**src/rtl/button_debouncer_pkg.sv**
```systemverilog
// Shared types for the push-button debouncer: FSM state encoding and the
// glitch-counter width, plus small state decode helpers.
package debounce_pkg;

  localparam int GLITCH_W = 8;

  typedef enum logic [1:0] {
    IDLE_LOW  = 2'b00,
    QUAL_HIGH = 2'b01,
    IDLE_HIGH = 2'b11,
    QUAL_LOW  = 2'b10
  } state_t;

  // The accepted level is high while the FSM rests high or qualifies a fall.
  function automatic logic state_is_high(input state_t s);
    return (s == IDLE_HIGH) || (s == QUAL_LOW);
  endfunction

  function automatic logic state_is_settling(input state_t s);
    return (s == QUAL_HIGH) || (s == QUAL_LOW);
  endfunction

endpackage

```
**src/rtl/button_debouncer_sync_chain.sv**
```systemverilog
// Generic multi-flop synchronizer for asynchronous single-bit inputs.
// Only q (the last stage) is meant to be consumed by downstream logic.
module sync_chain #(
  parameter int STAGES = 2
) (
  input  logic clk,
  input  logic rst,
  input  logic d,
  output logic q
);

  logic [STAGES-1:0] chain_q;

  always_ff @(posedge clk) begin
    if (rst) begin
      chain_q <= '0;
    end else begin
      chain_q <= {chain_q[STAGES-2:0], d};
    end
  end

  assign q = chain_q[STAGES-1];

endmodule

```
**src/rtl/button_debouncer.sv**
```systemverilog
// Push-button debouncer: synchronizer + 4-state qualification FSM.
// Define DEBOUNCE_GLITCH_CNT_EN to build the saturating aborted-qualification counter.
module button_debouncer
  import debounce_pkg::*;
#(
  parameter int SYNC_STAGES     = 2,
  parameter int DEBOUNCE_CYCLES = 1000000
) (
  input  logic                clk,
  input  logic                rst,
  input  logic                btn_in,
  output logic                btn_out,
  output logic                settling,
  output logic [GLITCH_W-1:0] glitch_count
);

  localparam int               CNT_W    = $clog2(DEBOUNCE_CYCLES);
  localparam logic [CNT_W-1:0] CNT_LAST = CNT_W'(DEBOUNCE_CYCLES - 1);

  logic             sync_q;
  state_t           state_q, state_d;
  logic [CNT_W-1:0] cnt_q, cnt_d;
  logic             btn_out_q, btn_out_d;

  sync_chain #(
    .STAGES (SYNC_STAGES)
  ) u_sync (
    .clk (clk),
    .rst (rst),
    .d   (btn_in),
    .q   (sync_q)
  );

  always_ff @(posedge clk) begin
    if (rst) begin
      state_q   <= IDLE_LOW;
      cnt_q     <= '0;
      btn_out_q <= 1'b0;
    end else begin
      state_q   <= state_d;
      cnt_q     <= cnt_d;
      btn_out_q <= btn_out_d;
    end
  end

  // Counter is cleared on every qualification entry and parks at CNT_LAST,
  // so a bounce always restarts the full count.
  always_comb begin
    state_d = state_q;
    cnt_d   = cnt_q;
    unique case (state_q)
      IDLE_LOW: begin
        if (sync_q) begin
          state_d = QUAL_HIGH;
          cnt_d   = '0;
        end
      end
      QUAL_HIGH: begin
        if (!sync_q) begin
          state_d = IDLE_LOW;
        end else if (cnt_q == CNT_LAST) begin
          state_d = IDLE_HIGH;
        end else begin
          cnt_d = cnt_q + CNT_W'(1);
        end
      end
      IDLE_HIGH: begin
        if (!sync_q) begin
          state_d = QUAL_LOW;
          cnt_d   = '0;
        end
      end
      QUAL_LOW: begin
        if (sync_q) begin
          state_d = IDLE_HIGH;
        end else if (cnt_q == CNT_LAST) begin
          state_d = IDLE_LOW;
        end else begin
          cnt_d = cnt_q + CNT_W'(1);
        end
      end
      default: begin
        state_d = IDLE_LOW;
        cnt_d   = '0;
      end
    endcase
  end

  // btn_out gets its own flop loaded from the next state so it never
  // carries decode hazards into the downstream edge detector.
  assign btn_out_d = state_is_high(state_d);
  assign btn_out   = btn_out_q;
  assign settling  = state_is_settling(state_q);

`ifdef DEBOUNCE_GLITCH_CNT_EN
  logic                abort;
  logic [GLITCH_W-1:0] glitch_q, glitch_d;

  assign abort = ((state_q == QUAL_HIGH) && !sync_q) ||
                 ((state_q == QUAL_LOW)  &&  sync_q);

  always_comb begin
    glitch_d = glitch_q;
    if (abort && (glitch_q != '1)) begin
      glitch_d = glitch_q + GLITCH_W'(1);
    end
  end

  always_ff @(posedge clk) begin
    if (rst) begin
      glitch_q <= '0;
    end else begin
      glitch_q <= glitch_d;
    end
  end

  assign glitch_count = glitch_q;
`else
  assign glitch_count = '0;
`endif

endmodule

```
**config.mk**
```make
export PLATFORM = sky130hd
export DESIGN_NAME = button_debouncer
export DESIGN_NICKNAME = d
export VERILOG_FILES = /design/src/rtl/button_debouncer_pkg.sv /design/src/rtl/button_debouncer_sync_chain.sv /design/src/rtl/button_debouncer.sv
export SDC_FILE = /design/constraint.sdc
export NUM_CORES = 1
export LEC_CHECK = 0
export ABC_AREA = 0
export CAP_MARGIN = 20
export CORE_MARGIN = 4
export CORE_UTILIZATION = 55
export CTS_CLUSTER_SIZE = 24
export DETAILED_ROUTE_END_ITERATION = 10
export PLACE_DENSITY = 0.87
export SYNTH_ARGS = -nofsm -noshare
export SYNTH_HDL_FRONTEND = slang
export SYNTH_SLANG_ARGS = --single-unit
```
**constraint.sdc**
```tcl
create_clock -name clk -period 2.9 [get_ports clk]
set_input_delay 0.58 -clock clk [delete_from_list [all_inputs] [get_ports clk]]
set_output_delay 0.58 -clock clk [all_outputs]
set_load 0.005 [all_outputs]
```
==> results_dict.tcl, run 1 <==
set metrics [dict create \
    synth_cell_types 47 \
    hp-start "u_sync.chain_q[0]$_SDFF_PP0_" \
    p_int_uw 426 \
    synthArstFlopShare_pct 0 \
    slew_violations 0 \
    cts_htree_levels 1 \
    maxClockFrequency_ghz 0.398 \
    critPathMaxFanout 11 \
    synth_flop_cell "dfxtp_1" \
    num_rows 18 \
    syn_inst 172 \
    rsz0062_at_grt "no" \
    power.total_uw 606 \
    clkPwrFrac_pct 23.0 \
    r2r_start "state_q[1]$_SDFF_PP0_" \
    area_growth_pct 2.54 \
    crit_arrival_ps 1930 \
    layout-drive-gt1-share_pct 5.20 \
    drt_first_pass_iters 4 \
    diodes 0 \
    fin_tns_setup_ps 0 \
    synth_area_um2 1430 \
    place.detailed.instances 200 \
    start_util_pct 57.6 \
    cts_buffers 3 \
    drv_cap 0 \
    worstPathRequired_ps 2320 \
    io_buffer_count 4 \
    min_period_ps 2510 \
    track_usage_pct 18.4 \
    cp-startpoint "state_q[1]$_SDFF_PP0_" \
    finalNonFillerCells 203 \
    yosysTopAreaCellShare_pct 33.7 \
    grt_pass1_wl_um 4950 \
    synth_seq_area_share_pct 33.7 \
    drc_errors 0 \
    yosys_register_bits 24 \
    ant_nets 0 \
    hold_violations 0 \
    root_buffer "clkbuf_4" \
    cp-start-kind "flip-flop" \
    seqPwrFrac_pct 56.8 \
    outcome "complete, no violations" \
    drt-initial-drc-count 63 \
    viasPerCell 6.34 \
    grt_pass1_vias 1208 \
    die_h_um 58.9 \
    synth_edf_count 0 \
    cts-hold-fix-buffers 0 \
    comb_power_share_pct 20.2 \
    end_kind "output port" \
    grt_start_max_net_pins 15 \
    ir_drop_uv 273 \
    yosysTopAreaCell "dfxtp_1" \
    grt_antenna_before_repair 0 \
    ys_top_cells_by_area "dfxtp_1 34%, nand2_1 5.3%, a21oi_1 4.9%" \
    hpwl_um 2250 \
    p_sw_share_pct 29.7 \
    post_cts_resize_count 0 \
    fin_crit_sh_pct 86.7 \
    power_leakage_nw 0.449 \
    hold_path_class "flip-flop to flip-flop" \
    cts_tree "built" \
    power_density_nw_per_um2 414 \
    final-setup-viol-count 0 \
    ctsLongestPathBuffers 2 \
    worstSetupPathType "flip-flop to output port" \
    numClockSinks 24 \
    switchingPower_uw 180 \
    relSlewSlack_pct 51.0 \
    design.core.area_um2 2480 \
    ys_warn_count 0 \
    vias 1287 \
    syn_area_per_cell_um2 8.29 \
    clock-skew-final_ps 8.51 \
    fp.dieW_um 58.9 \
    routedWlPerCell_um 15.0 \
    clk_pin_slew_ps 120 \
    post_cts_buffers 0 \
    clk_latency_ps 310 \
    die_area_um2 3470 \
    gp_congestion 0.926 \
    num-nets-final 183 \
    grt_overflow 0 \
    worst_pin_slew_ps 735 \
    ios 13 \
    drt-total-wl_um 3040 \
]
[power groups by stage]
stage	combinational, mW	clock (mW)	sequential, mW
floorplan	0.0926	0	0.350
global placement	0.116	0	0.350
CTS	0.120	0.144	0.344
global route	0.133	0.160	0.345
detailed placement	0.119	0	0.351
finish	0.122	0.140	0.344
[layout make-up]
cell class / instances / area, um^2
Timing Repair Buffer: 5 / 47.5
Tap cell: 30 / 37.5
Multi-Input combinational cell: 136 / 856
Fill cell: 222 / 1010
Inverter: 5 / 18.8
Sequential cell: 24 / 480
Clock buffer: 3 / 22.5
[per-stage QoR]
step	hold slack (ps)	utilization (%)	setup slack, ps	instance area (um^2)
2_1_floorplan	414	-	678	1450
3_3_place_gp	429	58.1	699	1440
3_5_place_dp	469	58.1	626	1440
4_1_cts	472	59.0	387	1460
5_1_grt	488	59.0	274	1460
6_report	474	59.0	387	1460
[final timing paths]
path              cells after the start  slack [ps]                           end
setup reg to reg                      7         570         cnt_q[3]$_SDFFE_PP0P_
hold / removal                        1         470  u_sync.chain_q[1]$_SDFF_PP0_
hold reg to reg                       1         470  u_sync.chain_q[1]$_SDFF_PP0_
setup / recovery                      3         390                      settling
[worst max-delay path: stages, from the launching register on]
cell and delay [ps]:
dfxtp_1 430, inv_1 120, ha_1 510, clkdlybuf4s50_1 570
[Yosys cell counts, types with 2 or more instances]
cell type	n
xnor2_1	2
nand2_1	20
o21a_1	2
or4b_1	2
nor2_1	6
o2111ai_1	2
nor4_1	3
and4_1	2
nand2b_1	2
buf_4	8
nand4b_1	2
or3_1	7
nor2b_1	2
buf_6	2
a211oi_1	2
inv_1	5
dfxtp_1	24
o21ai_0	10
and2_1	3
o211ai_1	4
nand4_1	6
clkbuf_1	4
nand3_1	4
a21oi_1	14
ha_1	5
o31a_1	2
xor2_1	2
nor3_1	5
nor4b_1	2
[sequential cells by signal, indices dropped and copies added, names as in the netlist]
signal and flops:
state_q 2, cnt_q 20, u_sync.chain_q 2
[cell usage in the layout, fill, tap and decap left out, types with 2 or more instances in the layout]
| cell | instances |
|---|---|
| dfxtp_1 | 24 |
| inv_1 | 5 |
| o2111ai_1 | 2 |
| conb_1 | 8 |
| o21ai_0 | 10 |
| nor4_1 | 3 |
| xnor2_1 | 2 |
| nand2_1 | 20 |
| a21oi_1 | 14 |
| nor2b_1 | 2 |
| nand4b_1 | 2 |
| nand2b_1 | 2 |
| nor4b_1 | 2 |
| clkdlybuf4s50_1 | 4 |
| nand3_1 | 4 |
| nor2_1 | 6 |
| xor2_1 | 2 |
| or3_1 | 7 |
| clkbuf_4 | 3 |
| or4b_1 | 2 |
| nand4_1 | 6 |
| o21a_1 | 2 |
| ha_1 | 5 |
| nor3_1 | 5 |
| o31a_1 | 2 |
| o211ai_1 | 4 |
| and2_1 | 3 |
| a211oi_1 | 2 |
| and4_1 | 2 |
[logic make-up (layout without fill, tap and decap cells)]
logic type	count (synthesis)	in the layout	synth area share (%)
flops	24	24	33.7
fa+ha+maj	5	5	4.39
other cells	1	8	0.263
xor+xnor	4	4	2.46
simple gates	74	74	30.1
compound gates	45	45	21.0
buf+inv	19	13	8.16
[metal layers]
metal	routed length (um)	vias up	GRT usage, %
met3	208	4	3.07
met1	1300	599	21.8
met4	42	0	10.7
li1	-	629	-
met5	0	-	0
met2	1490	55	30.9
Power figures use the tool's default switching activity.
==> inputs of run 2 (changes only) <==
- CELL_PAD_IN_SITES_DETAIL_PLACEMENT: default -> 2
- CELL_PAD_IN_SITES_GLOBAL_PLACEMENT: default -> 2
- CORE_UTILIZATION: 55 -> 34
- PLACE_DENSITY: 0.87 -> 0.88
==> run 2 against run 1 <==
Effect of this change:
- power is 29% higher
- critical path depth stayed put
- die area is 53% higher
- core utilization is 21 points lower
- sequential share of layout area is 1.6 points lower
- fmax is 0.43% higher
- setup slack better by 11 ps
- largest power group unchanged
==> results_dict.tcl, run 2 (same netlist as run 1, synthesis figures left out) <==
set metrics [dict create \
    reg_top3 "cnt_q: 20 flops, state_q: 2 flops, u_sync.chain_q: 2 flops" \
    min_period_ps 2500 \
    grt_pass1_wl_um 7290 \
    layout-drive-gt1-share_pct 5.75 \
    grt_start_max_net_pins 15 \
    hold_violations 0 \
    fin_tns_setup_ps 0 \
    largest_reg_flops 20 \
    die_area_um2 5300 \
    top_register "cnt_q" \
    drt_first_pass_iters 4 \
    design.core.area_um2 4030 \
    drv_cap 0 \
    relSlewSlack_pct 40.6 \
    viasPerCell 5.83 \
    io_buffer_count 4 \
    slew_violations 0 \
    critPathMaxFanout 11 \
    multi_input_area_um2 856 \
    cts_htree_levels 1 \
    ios 13 \
    num-nets-final 183 \
    hpwl_um 3100 \
    cp-startpoint "state_q[1]$_SDFF_PP0_" \
    finalNonFillerCells 224 \
    ir_drop_uv 161 \
    final-setup-viol-count 0 \
    ff2ff_path_depth 7 \
    cts_buffers 3 \
    crit_arrival_ps 1920 \
    fp.dieW_um 72.8 \
    rsz0062_at_grt "no" \
    power_leakage_nw 0.471 \
    gp_congestion 0.816 \
    grt_overflow 0 \
    place.detailed.instances 220 \
    hp-start "u_sync.chain_q[0]$_SDFF_PP0_" \
    end_kind "output port" \
    track_usage_pct 17.4 \
    grt_pass1_vias 1472 \
    grt_antenna_before_repair 0 \
    outcome "complete, no violations" \
    clk_latency_ps 270 \
    vias 1307 \
    worstSetupPathType "flip-flop to output port" \
    num_rows 23 \
    power_density_nw_per_um2 510 \
    worstPathRequired_ps 2320 \
    clock-skew-final_ps 1.76 \
    final_common_cell "dfxtp_1" \
    drt-initial-drc-count 62 \
    r2r_start "state_q[1]$_SDFF_PP0_" \
    mostFrequentLayoutCells "24 x dfxtp_1, 20 x nand2_1, 14 x a21oi_1" \
    die_h_um 72.8 \
    maxClockFrequency_ghz 0.400 \
    hold_path_class "flip-flop to flip-flop" \
    cp-start-kind "flip-flop" \
    drt-total-wl_um 4190 \
    clk_pin_slew_ps 90 \
    numClockSinks 24 \
    routedWlPerCell_um 18.7 \
    regArea_um2 480 \
    post_cts_resize_count 0 \
    hold_path_depth 1 \
    drc_errors 0 \
    post_cts_buffers 0 \
    ctsLongestPathBuffers 2 \
    worst_pin_slew_ps 890 \
    nFillCells 488 \
    diodes 0 \
    ant_nets 0 \
    root_buffer "clkbuf_8" \
    cts-hold-fix-buffers 0 \
    fin_crit_sh_pct 86.3 \
    area_growth_pct 7.72 \
    start_util_pct 35.4 \
    cts_tree "built" \
]
==> run 2: cell types whose count changed in the layout (fill, tap and decap cells not counted) <==
cell	before	now
clkbuf_8	0	3
clkbuf_4	3	0
bufinv_16	0	1
==> run 2: metal layers <==
layer  vias up  GRT usage [%]  wire length [um]
met5         -              0                 0
met4         0           5.12                50
met1       657           22.6              1930
li1        628              -                 -
met3         6           2.48                76
met2        16           29.8              2140
==> run 2: worst paths after layout <==
| kind | endpoint | slack [ps] |
|---|---|---|
| hold reg to reg | u_sync.chain_q[1]$_SDFF_PP0_ | 470 |
| setup reg to reg | cnt_q[3]$_SDFFE_PP0P_ | 480 |
| hold / removal | u_sync.chain_q[1]$_SDFF_PP0_ | 470 |
| setup / recovery | settling | 400 |
==> run 2: power breakdown <==
part,switching [mW],leakage [nW],internal (mW)
clock network,0.119,0.0357,0.185
registers,0.00788,0.194,0.336
logic,0.0934,0.241,0.0419
total,0.221,0.471,0.562
==> run 2: critical path, stage by stage (launching register included) <==
cell and delay [ps]:
dfxtp_1 410, inv_1 110, ha_1 550, clkdlybuf4s50_1 580
==> run 2: per-stage QoR <==
step / power, mW / utilization [%] / hold slack [ps] / setup WS [ps] / cell area [um^2]
after floorplan: 0.442 / - / 414 / 678 / 1450
after detailed placement: 0.486 / 36.4 / 460 / 483 / 1470
final: 0.783 / 38.1 / 471 / 397 / 1540
after CTS: 0.789 / 38.1 / 473 / 379 / 1540
after global routing: 0.816 / 38.1 / 484 / 212 / 1540
after global placement: 0.473 / 36.4 / 430 / 637 / 1470
==> run 2: area by class of cell <==
type                       count  area share [%]
inverter                       5            1.22
sequential                    24            31.3
tap                           50            4.07
clock buffer                   3            2.69
timing repair buffer           5            3.09
clock inverter                 1            1.95
multi-input combinational    136            55.7
